$ cat src/rtl/writeback_arbiter.sv
// writeback_arbiter: merges ALU and late results onto one register write port with a pending scoreboard and starvation stall
module writeback_arbiter #(
    parameter int XLEN           = 32,
    parameter int REG_ADDR_WIDTH = 5,
    parameter int STARVE_LIMIT   = 4
) (
    input  logic                        i_Clock,
    input  logic                        i_Reset_N,
    input  logic                        i_Enable,
    input  logic                        i_Alu_Valid,
    input  logic [REG_ADDR_WIDTH-1:0]   i_Alu_Rd,
    input  logic [XLEN-1:0]             i_Alu_Data,
    input  logic                        i_Late_Valid,
    input  logic [REG_ADDR_WIDTH-1:0]   i_Late_Rd,
    input  logic [XLEN-1:0]             i_Late_Data,
    output logic                        o_Late_Ready,
    input  logic                        i_Issue_Valid,
    input  logic [REG_ADDR_WIDTH-1:0]   i_Issue_Rd,
    output logic [2**REG_ADDR_WIDTH-1:0] o_Pending,
    output logic                        o_Stall_Req,
    output logic                        o_Write_Enable,
    output logic [REG_ADDR_WIDTH-1:0]   o_Write_Addr,
    output logic [XLEN-1:0]             o_Write_Data
);
    localparam int NREG = 2**REG_ADDR_WIDTH;
    localparam int CW   = $clog2(STARVE_LIMIT + 1);

    logic                      alu_acc, late_xfer, acc;
    logic                      we_q, we_d, stall_q, stall_d;
    logic [REG_ADDR_WIDTH-1:0] addr_q, addr_d;
    logic [XLEN-1:0]           data_q, data_d;
    logic [NREG-1:0]           pend_q, pend_d, set_m, clr_m;
    logic [CW-1:0]             cnt_q, cnt_d;

    assign o_Late_Ready   = i_Enable && !i_Alu_Valid;
    assign o_Pending      = pend_q;
    assign o_Stall_Req    = stall_q;
    assign o_Write_Enable = we_q;
    assign o_Write_Addr   = addr_q;
    assign o_Write_Data   = data_q;

    // Select the write source, update the scoreboard and the starvation counter
    always_comb begin
        alu_acc   = i_Enable && i_Alu_Valid;
        late_xfer = i_Late_Valid && o_Late_Ready;
        acc       = alu_acc || late_xfer;
        we_d      = (alu_acc && i_Alu_Rd != '0) || (late_xfer && i_Late_Rd != '0);
        addr_d    = alu_acc ? i_Alu_Rd : late_xfer ? i_Late_Rd : addr_q;
        data_d    = alu_acc ? i_Alu_Data : late_xfer ? i_Late_Data : data_q;
        set_m     = (i_Enable && i_Issue_Valid) ? (NREG'(1) << i_Issue_Rd) : '0;
        clr_m     = late_xfer ? (NREG'(1) << i_Late_Rd) : '0;
        pend_d    = ((pend_q & ~clr_m) | set_m) & ~NREG'(1);
        cnt_d     = !i_Enable ? cnt_q :
                    (!i_Late_Valid || late_xfer) ? '0 :
                    (cnt_q == CW'(STARVE_LIMIT)) ? cnt_q : cnt_q + CW'(1);
        stall_d   = cnt_d == CW'(STARVE_LIMIT);
    end

    // State registers; reset discards any coincident transfer
    always_ff @(posedge i_Clock) begin
        if (!i_Reset_N) begin
            we_q    <= 1'b0;
            addr_q  <= '0;
            data_q  <= '0;
            pend_q  <= '0;
            cnt_q   <= '0;
            stall_q <= 1'b0;
        end else begin
            we_q    <= we_d;
            addr_q  <= acc ? addr_d : addr_q;
            data_q  <= data_d;
            pend_q  <= pend_d;
            cnt_q   <= cnt_d;
            stall_q <= stall_d;
        end
    end
endmodule

$ cat config.mk
export PLATFORM = sky130hd
export DESIGN_NAME = writeback_arbiter
export DESIGN_NICKNAME = d
export VERILOG_FILES = /design/src/rtl/writeback_arbiter.sv
export SDC_FILE = /design/constraint.sdc
export NUM_CORES = 1
export LEC_CHECK = 0
export ABC_AREA = 1
export ABC_CLOCK_PERIOD_IN_PS = 2300
export CORE_ASPECT_RATIO = 1.5
export CORE_MARGIN = 4
export CORE_UTILIZATION = 45
export CTS_CLUSTER_SIZE = 12
export DETAILED_ROUTE_END_ITERATION = 10
export PLACE_DENSITY = 0.94
export SYNTH_ARGS = -nofsm -noshare
export SYNTH_HDL_FRONTEND = slang
export SYNTH_SLANG_ARGS = --single-unit
$ cat constraint.sdc
create_clock -name i_Clock -period 2.3 [get_ports i_Clock]
set_clock_uncertainty 0.05 [all_clocks]
set_input_delay 0.575 -clock i_Clock [delete_from_list [all_inputs] [get_ports i_Clock]]
set_output_delay 0.575 -clock i_Clock [all_outputs]
set_load 0.02 [all_outputs]
# ---- Word-level counts from Yosys, hierarchy flattened
# Cells that the tools add are included.
dict set report op_classes {
  addsub 1
  n_eq_ne 2
  n_shift 2
  muxes 9
  bitwise_logic 3
  reduce_logical 15
}
# op n
set op_table {}
lappend op_table {{$mux 32} 4}
lappend op_table {{$shl 1x5->32 const A} 2}
lappend op_table {{$and 32x32->32} 1}
lappend op_table {{$not 32->32} 1}
lappend op_table {{$or 32x32->32} 1}
lappend op_table {{$mux 5} 2}
lappend op_table {{$reduce_bool 5->1} 2}
lappend op_table {{$mux 3} 3}
lappend op_table {{$eq 3x3->1 const B} 2}
lappend op_table {{$logic_and 1x1->1} 6}
lappend op_table {{$add 3x1->3 const B} 1}
lappend op_table {{$logic_or 1x1->1} 3}
lappend op_table {{$logic_not 1->1} 2}
lappend op_table {{$reduce_and 2->1} 1}
lappend op_table {{$reduce_bool 2->1} 1}
dict set report totals {
  reg_bits 74
  input_bits 85
  word_cells 39
}

# ---- Longest topological paths before layout
dict set report logic_depth {
  ltp_word 7
  mapped_depth 8
  mapped_depth_nobuf 8
}

# ---- Least setup slack after synthesis
# OpenSTA, ideal clock, no wires.
dict set report synth_timing {
  kind {in2out}
  startpoint {input port i_Enable}
  endpoint {output port o_Late_Ready}
  arrival_ps 935
  t_required_ps 1675
  setup_slack_ps 740
  cell_stages 3
  path_cell_list {buf_4 -> nand2_1 -> inv_1}
}
dict set report synth_between {
  elab_chain_cells 1
}
# element line_no
set synth_rtl {}
lappend synth_rtl {{start: declaration} 9} ;# input logic i_Enable,
lappend synth_rtl {{$logic_and 1x1->1} 35} ;# assign o_Late_Ready = i_Enable && !i_Alu_Valid;
lappend synth_rtl {{end: declaration} 16} ;# output logic o_Late_Ready,
# Every way passes these cells.

# ---- Worst setup path after layout
dict set report layout_timing {
  startpoint {input port i_Alu_Valid}
  endpoint {output port o_Late_Ready}
}
dict set report layout_between {
  elab_chain_cells 2
}
# element line_no
set layout_rtl {}
lappend layout_rtl {{start: declaration} 10} ;# input logic i_Alu_Valid,
lappend layout_rtl {{$logic_not 1->1} 35}
lappend layout_rtl {{$logic_and 1x1->1} 35}
# Every way passes these cells.

==> results.sh <==
export IMPL_drtPass1Iterations=4
export IMPL_areaGrowthSynthToFinish_pct=57.9
export IMPL_tritoncts="built"
export IMPL_grt_max_degree=37
export IMPL_power_leakage_nw=2.33
export IMPL_synth_seq_cells=73
export IMPL_portBuffers=155
export IMPL_postSynthAreaPerCell_um2=6.41
export IMPL_p_per_area_nw_per_um2=618
export IMPL_gp_congestion=0.970
export IMPL_synth_nets=633
export IMPL_hp_class="reg2reg"
export IMPL_synth_cell_types=28
export IMPL_first_global_vias=3922
export IMPL_synth_cells=546
export IMPL_cts_buffer_depth=2
export IMPL_hold_depth=2
export IMPL_fin_crit_sh=0.938
export IMPL_fillerInstances=591
export IMPL_r2r_start="cnt_q[0]"
export IMPL_final_min_clock_period_ns=2.16
export IMPL_viasPerCell=4.99
export IMPL_placedCellCount=796
export IMPL_syn_cell_area_um2=3500
export IMPL_final_layout_size_suffix_gt1_frac=0.0662
export IMPL_synthArstFlopShare=0
export IMPL_htree_levels=3
export IMPL_routed_wirelength_mm=11.6
export IMPL_dpl_instance_area_um2=5230
export IMPL_crit_arrival_ns=1.53
export IMPL_stdcell_count=812
export IMPL_cap_violations=0
export IMPL_setup_viol=0
export IMPL_min_from="o_Pending[25]"
export IMPL_grt_total_usage=0.252
export IMPL_die_h_um=116
export IMPL_worstPathRequired_ns=1.67
export IMPL_nets=792
export IMPL_drtAntennaViolNets=0
export IMPL_final_cell_area_um2=5530
export IMPL_rr_endpoint="cnt_q[0]"
export IMPL_ys_flop_type="dfxtp_1"
export IMPL_critPathKind="in2out"
export IMPL_min_to="o_Pending[25]"
export IMPL_ys_warn_count=0
export IMPL_routed_via_count=4055
export IMPL_core_region_area_um2=7610
export IMPL_path_clk_slew_ns=0.06
export IMPL_synth_edff_count=0
export IMPL_dpl_hpwl_mm=9.05
export IMPL_numCtsBuffers=9
export IMPL_crit_path_start="i_Alu_Valid"
export IMPL_n_antenna_cell=0
export IMPL_initial_utilization=0.460
export IMPL_fmax_mhz=463
export IMPL_cts_sinks=73
export IMPL_finalHoldViolCount=0
export IMPL_outcome="complete, no violations"
export IMPL_r2r_cells=7
export IMPL_num_rows=39
export IMPL_drcViolationCount=0
export IMPL_cts_resized=1
export IMPL_clock_latency_ns=0.34
export IMPL_wl_per_cell_um=14.3
export IMPL_dieArea_um2=9290
export IMPL_grt_ovfl_total=0
export IMPL_io_pins=157
export IMPL_die_x_um=80.0
export IMPL_synth_seq_area_share=0.417
export IMPL_critPathLaunchType="input port"
export IMPL_rsz0062_at_grt="no"
export IMPL_postCtsSetupBuffers=0
export IMPL_antenna_found_initial=0
export IMPL_path_max_fanout=2
export IMPL_fin_tns_setup_ns=0
export IMPL_root_buffer="clkbuf_16"
export IMPL_grt_pass1_wl_mm=18.2
export IMPL_initialDrtViolationCount=175
export IMPL_regToRegSetupSlack_ns=0.88
export IMPL_maxSlewViolCount=0
export IMPL_multi_input_area_um2=1800
export IMPL_cts_hold_buf=0
export IMPL_critPathCaptureType="primary output"
export IMPL_register_area_um2=1460
export IMPL_peakVddDrop_mv=0.475
==> stage by stage <==
stage	power, mW	worst slack (ns)	hold WS, ns	util
after global routing	3.56	0.0734	0.430	0.726
after CTS	3.43	0.131	0.411	0.726
after detailed placement	2.06	-0.132	0.403	0.687
after global placement	2.04	-0.0998	0.399	0.687
after floorplan	1.70	0.740	0.486	-
final	3.42	0.142	0.408	0.726
==> layout make-up <==
cell class,count,share of cell area
inverters,28,0.0195
flip-flops and latches,73,0.264
repair buffers,173,0.314
clock inverters,5,0.00996
multi-input cells,420,0.325
clock buffers,11,0.0439
well taps,102,0.0231
==> cell usage after synthesis (2+ instances only) <==
cell type | n | area (um^2)
nand3_1 | 21 | 105
o21ai_1 | 33 | 165
o21ai_0 | 9 | 45.0
buf_2 | 11 | 55.1
a21oi_1 | 34 | 170
nor2_2 | 2 | 12.5
nor2_4 | 2 | 22.5
inv_2 | 3 | 11.3
nand2_1 | 203 | 762
ha_1 | 2 | 25.0
nand2_4 | 2 | 22.5
inv_1 | 22 | 82.6
clkbuf_1 | 7 | 26.3
clkinv_1 | 2 | 7.51
nor2_1 | 102 | 383
buf_4 | 7 | 52.6
dfxtp_1 | 73 | 1460
==> per-layer routing <==
metal | track usage | up-vias | part of all wire
met1 | 0.260 | 1818 | 0.37
met2 | 0.457 | 169 | 0.50
met5 | 0 | - | 0
li1 | - | 2032 | -
met3 | 0.0723 | 36 | 0.082
met4 | 0.127 | 0 | 0.039
==> placed cells by master, fill, tap and decap left out, types with 2 or more instances in the layout <==
cell type,n
nand2_1,203
clkdlybuf4s50_1,154
nor2_1,102
dfxtp_1,73
a21oi_1,34
o21ai_1,33
inv_1,22
nand3_1,21
buf_4,14
o21ai_0,9
clkbuf_16,9
buf_12,4
inv_2,3
nand2_4,2
clkinv_1,2
nor2_4,2
nor2_2,2
ha_1,2
clkinvlp_4,2
clkinv_2,2
==> cells by family (layout without fill, tap and decap cells) <==
group / after synthesis / after routing / share of synthesized area
AOI/OAI and AO/OA: 76 / 76 / 0.109
adders and majority gates: 2 / 2 / 0.00714
buffers and inverters: 53 / 217 / 0.0690
DFF: 73 / 73 / 0.417
other: 1 / 1 / 0.00107
and+or+nand+nor: 341 / 341 / 0.397
==> registers in the layout, summed over array words and instances (netlist names) <==
signal,count
o_Write_Data,32
o_Pending,31
cnt_q,3
o_Write_Enable,1
o_Write_Addr,5
o_Stall_Req,1
==> critical path, cell delays in order <==
cell             delay (ns)
clkdlybuf4s50_1        0.50
inv_2                  0.05
nand2_1                0.05
inv_1                  0.04
dlygate4sd2_1          0.31
==> worst max path at each step <==
stage / to / slack (ns) / depth (start not counted)
after detailed placement: o_Late_Ready / -0.13 / 5
final: o_Late_Ready / 0.14 / 5
after floorplan: o_Late_Ready / 0.74 / 3
after CTS: o_Late_Ready / 0.13 / 5
after global placement: o_Late_Ready / -0.1 / 5
after global routing: o_Late_Ready / 0.07 / 5
==> power by group <==
part | internal, mW | switching [mW]
clock | 0.864 | 0.522
combinational | 0.328 | 0.344
sequential | 1.33 | 0.0319
total | 2.52 | 0.898
Power figures use the tool's default switching activity.
